<file path="src/rtl/rx.sv">
// UART receiver: start bit, 8 data bits LSB first, even parity, stop bit; one-cycle Rx_Done.
// Optional stop-bit check enabled by defining RX_STOP_CHECK_EN (adds STOP state and Framing_Error).
module rx #(
    parameter int unsigned CLKS_PER_BIT = 434,
    parameter int unsigned HALF_BIT     = CLKS_PER_BIT / 2
) (
    input  logic       clock,
    input  logic       reset,
    input  logic       Rx,
    output logic [7:0] Data_received,
    output logic       Rx_Done,
    output logic       Parity_Error,
    output logic       Rx_Busy,
    output logic       Framing_Error
);

    localparam int unsigned CNT_W = 9;
    localparam logic [CNT_W-1:0] HALF_M1 = CNT_W'(HALF_BIT - 1);
    localparam logic [CNT_W-1:0] BIT_M1  = CNT_W'(CLKS_PER_BIT - 1);

    typedef enum logic [2:0] {
        IDLE   = 3'd0,
        START  = 3'd1,
        DATA   = 3'd2,
        PARITY = 3'd3,
        STOP   = 3'd4
    } state_t;

    state_t           state, state_n;
    logic [CNT_W-1:0] cnt, cnt_n;
    logic [2:0]       bit_idx, bit_idx_n;
    logic [7:0]       shift, shift_n;
    logic [7:0]       data_n;
    logic             done_n, perr_n, busy_n;
    logic             rx_m, rx_s, rx_prev;
    logic             start_edge;

`ifdef RX_STOP_CHECK_EN
    logic ferr_n, perr_pend, perr_pend_n;
`endif

    assign start_edge = !rx_s && rx_prev;

    // Two-flop synchroniser plus previous-sample register; all idle high
    always_ff @(posedge clock or posedge reset) begin
        if (reset) begin
            rx_m    <= 1'b1;
            rx_s    <= 1'b1;
            rx_prev <= 1'b1;
        end else begin
            rx_m    <= Rx;
            rx_s    <= rx_m;
            rx_prev <= rx_s;
        end
    end

    always_ff @(posedge clock or posedge reset) begin
        if (reset) begin
            state         <= IDLE;
            cnt           <= '0;
            bit_idx       <= '0;
            shift         <= '0;
            Data_received <= '0;
            Rx_Done       <= 1'b0;
            Parity_Error  <= 1'b0;
            Rx_Busy       <= 1'b0;
        end else begin
            state         <= state_n;
            cnt           <= cnt_n;
            bit_idx       <= bit_idx_n;
            shift         <= shift_n;
            Data_received <= data_n;
            Rx_Done       <= done_n;
            Parity_Error  <= perr_n;
            Rx_Busy       <= busy_n;
        end
    end

`ifdef RX_STOP_CHECK_EN
    always_ff @(posedge clock or posedge reset) begin
        if (reset) begin
            Framing_Error <= 1'b0;
            perr_pend     <= 1'b0;
        end else begin
            Framing_Error <= ferr_n;
            perr_pend     <= perr_pend_n;
        end
    end
`else
    assign Framing_Error = 1'b0;
`endif

    always_comb begin
        state_n   = state;
        cnt_n     = cnt;
        bit_idx_n = bit_idx;
        shift_n   = shift;
        data_n    = Data_received;
        done_n    = 1'b0;
        perr_n    = Parity_Error;
        busy_n    = Rx_Busy;
`ifdef RX_STOP_CHECK_EN
        ferr_n      = Framing_Error;
        perr_pend_n = perr_pend;
`endif
        case (state)
            IDLE: begin
                cnt_n     = '0;
                bit_idx_n = '0;
                // Edge, not level, so a low line left over from a frame cannot re-trigger
                if (start_edge) begin
                    state_n = START;
                    busy_n  = 1'b1;
                end
            end
            START: begin
                if (cnt == HALF_M1) begin
                    cnt_n = '0;
                    if (rx_s) begin
                        state_n = IDLE;
                        busy_n  = 1'b0;
                    end else begin
                        state_n = DATA;
                    end
                end else begin
                    cnt_n = CNT_W'(cnt + 1'b1);
                end
            end
            DATA: begin
                if (cnt == BIT_M1) begin
                    cnt_n     = '0;
                    shift_n   = {rx_s, shift[7:1]};
                    bit_idx_n = 3'(bit_idx + 3'd1);
                    if (bit_idx == 3'd7) state_n = PARITY;
                end else begin
                    cnt_n = CNT_W'(cnt + 1'b1);
                end
            end
            PARITY: begin
                if (cnt == BIT_M1) begin
                    cnt_n = '0;
`ifdef RX_STOP_CHECK_EN
                    perr_pend_n = rx_s ^ (^shift);
                    state_n     = STOP;
`else
                    data_n  = shift;
                    perr_n  = rx_s ^ (^shift);
                    done_n  = 1'b1;
                    busy_n  = 1'b0;
                    state_n = IDLE;
`endif
                end else begin
                    cnt_n = CNT_W'(cnt + 1'b1);
                end
            end
`ifdef RX_STOP_CHECK_EN
            STOP: begin
                if (cnt == BIT_M1) begin
                    cnt_n   = '0;
                    data_n  = shift;
                    perr_n  = perr_pend;
                    ferr_n  = !rx_s;
                    done_n  = 1'b1;
                    busy_n  = 1'b0;
                    state_n = IDLE;
                end else begin
                    cnt_n = CNT_W'(cnt + 1'b1);
                end
            end
`endif
            default: begin
                state_n = IDLE;
                busy_n  = 1'b0;
            end
        endcase
    end

endmodule

</file>
<file path="config.mk">
export PLATFORM = sky130hd
export DESIGN_NAME = rx
export DESIGN_NICKNAME = d
export VERILOG_FILES = /design/src/rtl/rx.sv
export SDC_FILE = /design/constraint.sdc
export NUM_CORES = 1
export LEC_CHECK = 0
export ABC_CLOCK_PERIOD_IN_PS = 3400
export CAP_MARGIN = 0
export CORE_MARGIN = 1.5
export CORE_UTILIZATION = 35
export DETAILED_ROUTE_END_ITERATION = 8
export PLACE_DENSITY = 0.51
export SYNTH_ARGS = -nofsm -noshare
export SYNTH_HDL_FRONTEND = slang
export SYNTH_SLANG_ARGS = --single-unit
</file>
<file path="constraint.sdc">
create_clock -name clock -period 3.4 [get_ports clock]
set_input_delay 0.68 -clock clock [delete_from_list [all_inputs] [get_ports clock]]
set_output_delay 0.68 -clock clock [all_outputs]
set_load 0.03 [all_outputs]
</file>
# Yosys cells after proc, flatten, opt, wreduce, memory -nomap -nowiden

Cells that the tools add are included.

Register bits after elaboration: 37
Bits of input ports: 3
Output and inout bits: 12
Word-level logic and storage cells: 58

Add/sub/neg operators: 2
Eq/ne operators: 12
Muxes and demuxes: 19
Bitwise gates (word level): 2
Reductions and logical operators: 12

Operators by type and width:

| cell                | number |
|---|---|
| $pmux 9 s3          | 1 |
| $mux 3              | 6 |
| $mux 9              | 2 |
| $ne 2x2->1 const B  | 6 |
| $pmux 3 s4          | 1 |
| $reduce_and 5->1    | 2 |
| $add 9x1->9 const B | 1 |
| $eq 9x8->1 const B  | 1 |
| $eq 9x9->1 const B  | 1 |
| $reduce_xor 8->1    | 1 |
| $eq 3x2->1 const B  | 2 |
| $mux 1              | 6 |
| $pmux 3 s2          | 1 |
| $reduce_and 2->1    | 3 |
| $pmux 1 s4          | 1 |
| $add 3x1->3 const B | 1 |
| $eq 3x1->1 const B  | 1 |
| $eq 3x3->1 const B  | 1 |
| $logic_not 3->1     | 1 |
| $reduce_bool 3->1   | 1 |
| $mux 2              | 1 |
| $reduce_bool 2->1   | 1 |
| $reduce_or 2->1     | 1 |
| $logic_and 1x1->1   | 1 |
| other kinds (3)     | 3 |

# Depth between registers and ports, before layout

Depth in word-level cells: 4
Depth in mapped cells: 7
Gate-level depth less buffers: 6

# Worst setup path after synthesis

Ideal clock, no wire load.

Kind: reg2reg
From: register cnt[0]
To: register Rx_Busy
Library setup time: 0.120 ns
Arrival: 1.902 ns
Data required time: 3.280 ns
Slack: 1.379 ns
Stages on the path, launching flop included: 7
Path buffers: 0
Clock period less this slack: 2.021 ns
Path through: dfrtp_1 -> inv_1 -> ha_1 -> or4b_4 -> or3_1 -> or3_1 -> a31o_1

Cells in the longest elaborated chain, start to end: 3
Elaborated cells between the ends (all ways): 5
Those cells by class: eq/ne: 4; reduce/logical: 1

RTL lines:

| element                                         | line     | text |
|---|---|---|
| start: declaration                              | 30       | `logic [CNT_W-1:0] cnt, cnt_n;` |
| start signal: assignment                        | 69       | `cnt <= cnt_n;` |
| $eq 9x9->1 / $eq 9x8->1 (equally long branches) | 140, 117 |  |
| $ne 2x2->1 (no line)                            | --       |  |
| $reduce_and 5->1 (no line) *                    | --       |  |
| end signal: assignment                          | 75       | `Rx_Busy <= busy_n;` |
| end: declaration                                | 13       | `output logic Rx_Busy,` |

Mark *: on every way between the ends. The rest lies on a longest branch, timed or not.
A chain may end at the register's enable or synchronous reset.

# Worst setup path in the final report

Same ends and word-level chain as after synthesis.

==> flow_summary.ini <==
[logic_synthesis]
post_synth_num_cell_types = 32
synth_warnings = 0
post_synth_instance_area_sq_mm = 0.00167
ys_dominant_reg_cell = sky130_fd_sc_hd__dfrtp_1
synth-edff-count = 0
synthesis.instances = 133
synth_sequential_area_ratio_pct = 54.3
synth.ff_latch_count = 36
synth_async_sr_flop_share_pct = 100
synth_area_per_cell_sq_um = 12.5
mappedNetlistNets = 141

[sta]
tightestPinTransition_ns = 0.518
post-route-period-util_pct = 62.3
final.setup_skew_ns = 0.00795
setup_slack_ns = 1.28
setup-violations-final = 0
setup-tns-final_ns = 0
hold-worst-slack_ns = 0.359
drv_slew = 0
timing.final.crit_period_ns = 2.12
hold_violations = 0
fmax_ghz = 0.472
rsz0062_at_grt = no
worst_slew_margin_rel_pct = 65.5

[grt]
grt_first_pass_wirelength_mm = 5.04
grt_start_max_net_pins = 37
first_global_vias = 1094
grt.overflow.total = 0
grt_antenna_before_repair = 0
groute.usage.overall_pct = 12.7

[worst_setup_path]
start_to_end_type_of_the_worst_setup_path = reg2reg
delay_contributed_by_the_slowest_stage_of_the_critical_path_ns = 0.46
rrSetupSlack_ns = 1.28
worst_ep_arrival_time_ns = 2.29
crit_chain = inv_1, ha_1, or4b_4, or3_1, or3_1, a31o_1
critical_path.startpoint_type = register
worst_setup_path_end_kind = register
crit_end = Rx_Busy$_DFFE_PP0P_
reg2reg_depth = 6
crit_path_top_delay_cell = sky130_fd_sc_hd__or4b_4
crit_path_max_fanout = 5
crit_path_start = cnt[0]$_DFFE_PP0P_
reg_to_reg_critical_path_endpoint = Rx_Busy$_DFFE_PP0P_
critical_path_required_ns = 3.57
crit_top_cell = sky130_fd_sc_hd__or3_1
r2r_start = cnt[0]$_DFFE_PP0P_

[power_and_ir_drop]
cellPowerDensity_mw_per_mm2 = 482
total_power_mw = 0.937
static-leakage-power_nw = 0.890
irDropWorstVdd_uv = 200

[placement]
gp_routability_congestion = 0.714
number_of_cells_after_detailed_placement = 195
place.detailed.hpwl_mm = 1.91
placed_cell_area_sq_mm = 0.00185
dp_slack_ns = 1.28
port_buffers = 13

[floorplan]
placement_rows = 24
ioPinCount = 15
die_w_um = 72.0
floorplan_die_area_sq_mm = 0.00518
initial_utilization_pct = 37.2
die_height_um = 72.0
coreArea_sq_mm = 0.00447

[layout]
fraction_of_final_layout_cells_with_drive_strength_greater_than_1_pct = 23.8
stdcell_count = 203
antenna_cells_inserted = 0
finalNetCount = 158
synthToLayoutAreaGrowth_pct = 16.7
final_core_util_pct = 43.5
post-route-cell-area_sq_mm = 0.00194

[route]
drtPass1Iterations = 4
vias_per_cell = 5.07
wl_per_cell_um = 13.7
detailed_route_wire_length_mm = 2.79
iteration_0_drc_count_of_the_detailed_router = 31
drc_errors = 0
num_vias = 1030
route.antenna.remaining_nets = 0

[clocking]
cts.root.buffer_cell = sky130_fd_sc_hd__clkbuf_8
clk-insertion-delay-late_ns = 0.29
tritoncts = done
post_cts_resized = 0
tritoncts.num_buffers = 5
cts_htree_levels = 2
hold_buffers = 0
cts_num_sinks = 36
clk_pin_slew_worst_paths_ns = 0.07
ctsLongestPathBuffers = 2
cts.repair_timing.setup_buffer_count = 0

[job]
cap_viol_max_count = 0

[worst_hold_path]
hold_path_class = reg2reg
number_of_stages_on_the_worst_hold_path = 0

[status]
result_of_the_run = completed
==> logic make-up (layout without fill, tap and decap cells) <==
kind of cell	after synthesis	after routing	share of synthesized area [%]
flops	36	36	54.3
buf+inv	9	27	2.48
other cells	1	1	0.225
mux	21	21	14.2
simple gates	37	37	12.5
compound gates	10	10	4.35
xor+xnor	14	14	8.18
fa+ha+maj	5	5	3.75
==> cells in the final DEF, fill, tap and decap left out, drive strengths merged, types with 2 or more instances in the layout <==
cell,n
clkdlybuf4s50,13
a31oi,2
clkbuf,7
nor2b,4
or3,2
nor3,4
mux2,21
xor2,3
ha,5
nor2,11
nand2,5
dfrtp,33
dfstp,3
a22o,3
nand3,3
inv,4
xnor2,10
buf,2
a21oi,2
==> synthesized netlist by cell type, types with 3 or more instances <==
master / n / share of area [%]
sky130_fd_sc_hd__a22o_1: 3 / 1.6
sky130_fd_sc_hd__clkbuf_1: 3 / 0.68
sky130_fd_sc_hd__dfrtp_1: 33 / 50
sky130_fd_sc_hd__dfstp_2: 3 / 4.7
sky130_fd_sc_hd__ha_1: 5 / 3.8
sky130_fd_sc_hd__inv_1: 4 / 0.90
sky130_fd_sc_hd__mux2_2: 21 / 14
sky130_fd_sc_hd__nand2_1: 5 / 1.1
sky130_fd_sc_hd__nor2_1: 11 / 2.5
sky130_fd_sc_hd__nor2b_1: 4 / 1.5
sky130_fd_sc_hd__nor3_1: 4 / 1.2
sky130_fd_sc_hd__xnor2_1: 10 / 5.3
sky130_fd_sc_hd__xor2_1: 3 / 1.6
==> worst min path at each step <==
| stage | start | end | slack, ns |
|---|---|---|---|
| floorplan | rx_m$_DFF_PP1_ | rx_s$_DFF_PP1_ | 0.35 |
| global placement | rx_m$_DFF_PP1_ | rx_s$_DFF_PP1_ | 0.35 |
| detailed placement | rx_m$_DFF_PP1_ | rx_s$_DFF_PP1_ | 0.35 |
| CTS | rx_m$_DFF_PP1_ | rx_s$_DFF_PP1_ | 0.36 |
| global route | rx_m$_DFF_PP1_ | rx_s$_DFF_PP1_ | 0.37 |
| finish | rx_m$_DFF_PP1_ | rx_s$_DFF_PP1_ | 0.36 |
==> worst max-delay path, delay by kind of cell, from the launching register on <==
family / cells / cell delay, ns
flops: 1 / 0.42
compound gates: 1 / 0.22
fa+ha+maj: 1 / 0.13
simple gates: 3 / 1.16
buf+inv: 1 / 0.08
==> routing by layer <==
layer / global-route usage [%] / vias up / wire (um)
li1: - / 493 / -
met1: 15.7 / 516 / 1390
met2: 20.2 / 14 / 1270
met3: 3.33 / 7 / 72
met4: 6.92 / 0 / 65
met5: 0 / - / 0
==> registers in the layout (all words and copies together) (netlist names) <==
| register | count |
|---|---|
| bit_idx | 3 |
| rx_s | 1 |
| Rx_Done | 1 |
| Data_received | 8 |
| cnt | 9 |
| rx_prev | 1 |
| shift | 8 |
| state | 2 |
| Rx_Busy | 1 |
| rx_m | 1 |
| Parity_Error | 1 |
==> where the power goes <==
| part | internal, mW | switching, mW | total (mW) |
|---|---|---|---|
| clock | 0.165 | 0.150 | 0.315 |
| combinational | 0.0566 | 0.0587 | 0.115 |
| sequential | 0.461 | 0.0458 | 0.507 |
==> layout make-up <==
class | instances | area, sq um
fill | 416 | 2530
sequential | 36 | 905
multi-input combinational | 88 | 721
timing repair buffer | 15 | 145
clock buffer | 7 | 86.3
tap | 52 | 65.1
inverter | 4 | 15.0
clock inverter | 1 | 7.51
Power figures use the tool's default switching activity.
==> patch 1, RTL diff (same settings) <==
The option `RX_STOP_CHECK_EN` is turned on by a define.
--- a/src/rtl/rx.sv
+++ b/src/rtl/rx.sv
@@ -1,4 +1,6 @@
 // UART receiver: start bit, 8 data bits LSB first, even parity, stop bit; one-cycle Rx_Done.
 // Optional stop-bit check enabled by defining RX_STOP_CHECK_EN (adds STOP state and Framing_Error).
+`define RX_STOP_CHECK_EN
+
 module rx #(
     parameter int unsigned CLKS_PER_BIT = 434,
Check against the original RTL: no difference found for any inputs over 10 cycles, from zero or initial values and one cycle with reset high; that may be too few to reach the edited logic, so the function may still have changed.
==> patch 1 against the unedited design <==
Synthesized area rose by 12%. Critical endpoint is now Rx_Busy. Power rose by 24%. Design area rose by 12%. Worst setup slack improved by 39 ps. Clock skew fell by 3.2 ps. Sequential share of layout area fell by 1.5 points. Via count rose by 23%. Sequential cell count rose by 3. Register-to-register slack improved by 60 ps. Die area rose by 11%. Wire length rose by 24%. Highest routed layer unchanged.
==> patch 1: results (changes against the unedited design) <==
* Share of cells above drive strength 1 at 0.186 (-0.0526)
* Final wirelength at 3460 um (+24%)
* Mux cell area share after synthesis at 0.107 (-0.0345)
* Compound-Gate Fraction of Synth Area at 0.110 (+0.0665)
* Crit path DAT at 1400 ps (-890 ps)
* Worst Clk Skew at 4.74 ps (-3.21 ps)
* I/O Buffers at 14 (+1)
* Status: completed
* Fin Hold WS at 360 ps (+0.492 ps)
* Reg2reg path depth at 7 (+1)
* Area contributors post-synth: dfrtp_1 (48%), mux2_2 (9.7%), o21ai_0 (4.3%), dfstp_2 (4.2%), ha_1 (3.4%)
* Via-to-Cell Ratio at 5.00 (-1.5%)
* Sequential area share after synthesis at 0.526 (-0.0173)
* First-iteration detailed-routing DRC count at 91 (+190%)
* Post-Synth Adder-Cell Area at 0.0336 (-0.00398)
* Worst path max stage delay at 700 ps (+240 ps)
* CP Max Fanout at 4 (-1)
* # placed instances at 245 (+26%)
* Synth Area in XOR/XNOR at 0.0423 (-0.0395)
* GPL Wtd Cong at 0.817 (+14%)
* GRT Overall Usage at 0.131 (+0.00417)
* Pin count of the biggest net entering global routing at 25 (-32%)
* Setup WS pre-CTS at 1370 ps (+85.1 ps)
* Placed cell area at 2060 um2 (+11%)
* HPWL after DPL at 2450 um (+28%)
* Post-synth cell types at 33 (+3.1%)
* Global-route wire length before repair at 5920 um (+18%)
* Critical path's top delay family: buffers and inverters
* Synth Instances at 166 (+25%)
* Final net count at 190 (+20%)
* Total vias in the final route at 1264 (+23%)
## patch 1: area by class of cell
type                    count  area, um2  area share
clock buffers               6       82.6      0.0380
repair buffers             15        148      0.0679
inverters                   9       33.8      0.0155
clock inverters             2       35.0      0.0161
flip-flops and latches     39        980       0.451
multi-input cells         112        808       0.372
well taps                  70       87.6      0.0403
## patch 1: cell families (layout without fill, tap and decap cells)
logic type	count (synthesis)	count (layout)
flip-flops	39	39
XOR/XNOR	9	9
multiplexers	18	18
AO/OA/AOI/OAI	33	33
AND/OR/NAND/NOR	47	47
buffers and inverters	15	32
adder cells (fa/ha/maj)	5	5
## patch 1: metal layers
metal  share of wire  global-route usage  up-vias
met2            0.49               0.213       33
met4           0.021              0.0667        0
li1                -                   -      614
met1            0.45               0.164      609
met3           0.035              0.0287        8
met5               0                   0        -
## patch 1: power by group
group          switching, mW  leakage, nW  internal, mW
clock network          0.164       0.0612         0.237
logic                  0.134        0.389        0.0767
registers             0.0539        0.526         0.492
## patch 1: worst max-delay path by stage
stage	from	to	slack, ps	cells after the start
final	Rx_Busy$_DFFE_PP0P_	Rx_Busy	1320	1
after global routing	cnt[0]$_DFFE_PP0P_	cnt[6]$_DFFE_PP0P_	1220	7
after CTS	Rx_Busy$_DFFE_PP0P_	Rx_Busy	1300	1
after detailed placement	cnt[0]$_DFFE_PP0P_	cnt[6]$_DFFE_PP0P_	1370	7
after global placement	cnt[0]$_DFFE_PP0P_	cnt[6]$_DFFE_PP0P_	1450	7
after floorplan	cnt[0]$_DFFE_PP0P_	cnt[6]$_DFFE_PP0P_	1600	7
==> patch 2, RTL diff (same flow settings) <==
Without the edit above. Register the input `Rx` before use, without a reset. The logic sees it one clock later.
--- a/src/rtl/rx.sv
+++ b/src/rtl/rx.sv
@@ -27,4 +27,10 @@
     } state_t;
 
+    logic Rx_q;
+
+    always_ff @(posedge clock) begin
+        Rx_q <= Rx;
+    end
+
     state_t           state, state_n;
     logic [CNT_W-1:0] cnt, cnt_n;
@@ -49,5 +55,5 @@
             rx_prev <= 1'b1;
         end else begin
-            rx_m    <= Rx;
+            rx_m    <= Rx_q;
             rx_s    <= rx_m;
             rx_prev <= rx_s;
Check against the original RTL: not equivalent (Yosys sat finds a counterexample within 4 cycles, from zero or initial values and one cycle with reset high).
==> patch 2 against the unedited design <==
Power rose by 0.42%. Critical path depth did not move. Synthesized area rose by 1.2%. Design area rose by 0.77%. Largest power group unchanged. Sequential cell count rose by 1. Wire length fell by 1.3%. Worst setup slack got worse by 290 ps. Largest cell class unchanged. Synthesized cell count rose by 0.75%.
==> patch 2: results (changes against the unedited design) <==
* Status: completed
* Synth Area in XOR/XNOR at 0.0809 (-0.000971)
* Reg-to-reg critical path endpoint: shift[1]$_DFFE_PP0P_
* Worst slew margin at 0.412 (-0.242)
* Syn_area_per_cell at 12.6 um2 (+0.45%)
* Post-synth cell types at 33 (+3.1%)
* Crit path DAT at 2590 ps (+300 ps)
* Synthesized cell area at 1690 um2 (+1.2%)
* Int Power at 0.691 mW (+1.3%)
* Final net count at 158 (unchanged)
* Final wirelength at 2750 um (-1.3%)
* Pin count of the biggest net entering global routing at 20 (-46%)
* GRT Overall Usage at 0.122 (-0.00513)
* # placed instances at 197 (+1.0%)
* Antenna Cells at 0 (unchanged)
* Global-route wire length before repair at 4660 um (-7.4%)
* Min-Delay Startpoint: Rx_q$_DFF_P_
* Total vias in the final route at 1016 (-1.4%)
* Syn nets at 142 (+0.71%)
* CP Max Fanout at 10 (+5)
* Mux cell area share after synthesis at 0.140 (-0.00168)
* DR pass1 iterations at 4 (unchanged)
* Post-Synth Adder-Cell Area at 0.0371 (-0.000446)
* Worst Clk Skew at 9.35 ps (+1.40 ps)
* Comb power at 0.110 mW (-4%)
* Clk slew on worst S/H paths at 70 ps (about the same)
* Critical Path Slowest Stage Cell: nor4_2
* Clk pwr share at 0.338 (+0.002)
* Share of cells above drive strength 1 at 0.232 (-0.00662)
* Fin Hold WS at 304 ps (-55.5 ps)
* Synth top area share at 0.490 (-0.00588)
* Vias in the first global route at 965 (-12%)
* Root Driver: clkbuf_8
* Post-CTS Resized at 0 (unchanged)
* Pwr Density at 480 nW/um2 (-0.35%)
* WHS Endpoint: rx_m$_DFF_PP1_
* DRC at 0 (unchanged)
* Setup WS pre-CTS at 985 ps (-297 ps)
* Worst r2r src: cnt[1]$_DFFE_PP0P_
* Area contributors post-synth: dfrtp_1 (49%), mux2_2 (14%), xnor2_1 (5.2%), dfstp_2 (4.7%), ha_1 (3.7%)
* Placed cell area at 1870 um2 (+0.81%)
* Sequential area share after synthesis at 0.548 (+0.00543)
* HPWL after DPL at 1930 um (+1.3%)
* GPL Wtd Cong at 0.721 (+1.1%)
* F_max at 415 MHz (-12%)
* Avg WL per Cell at 13.4 um (-2.3%)
* Reg-to-reg slack, setup at 990 ps (-290 ps)
* Max IR drop VDD at 271 uV (+35%)
* First-iteration detailed-routing DRC count at 18 (-42%)
* Static Leak at 0.893 nW (+0.33%)
* Compound-Gate Fraction of Synth Area at 0.0430 (-0.000517)
* Fraction of registers with async set/reset at 0.973 (-0.0270)
* Worst path max stage delay at 670 ps (+210 ps)
* Layout fillers at 451 (+8.4%)
patch 2: cell type report:
cell class              instances  area (um2)  share of cell area
multi-input cells              88         721               0.368
repair buffers                 14         138              0.0702
flip-flops and latches         37         925               0.472
inverters                       4        15.0             0.00766
clock inverters                 1        7.51             0.00383
well taps                      54        67.6              0.0345
clock buffers                   7        86.3              0.0441
patch 2: cell families after synthesis:
family          count (synthesis)
simple gates                   37
flops                          37
xor+xnor                       14
other cells                     1
mux                            21
fa+ha+maj                       5
compound gates                 10
buf+inv                         9
patch 2: worst max-delay path, delay by kind of cell (launching register included):
kind,cells,cell delay [ps]
muxes,1,380
adders and majority gates,1,140
DFF,1,400
buffers and inverters,1,80
and+or+nand+nor,3,1290
patch 2: layer usage:
| metal | share of wire | global-route usage | vias to the layer above |
|---|---|---|---|
| li1 | - | - | 493 |
| met4 | 0.026 | 0.0692 | 0 |
| met1 | 0.50 | 0.164 | 496 |
| met5 | 0 | 0 | - |
| met3 | 0.045 | 0.0458 | 7 |
| met2 | 0.43 | 0.167 | 20 |
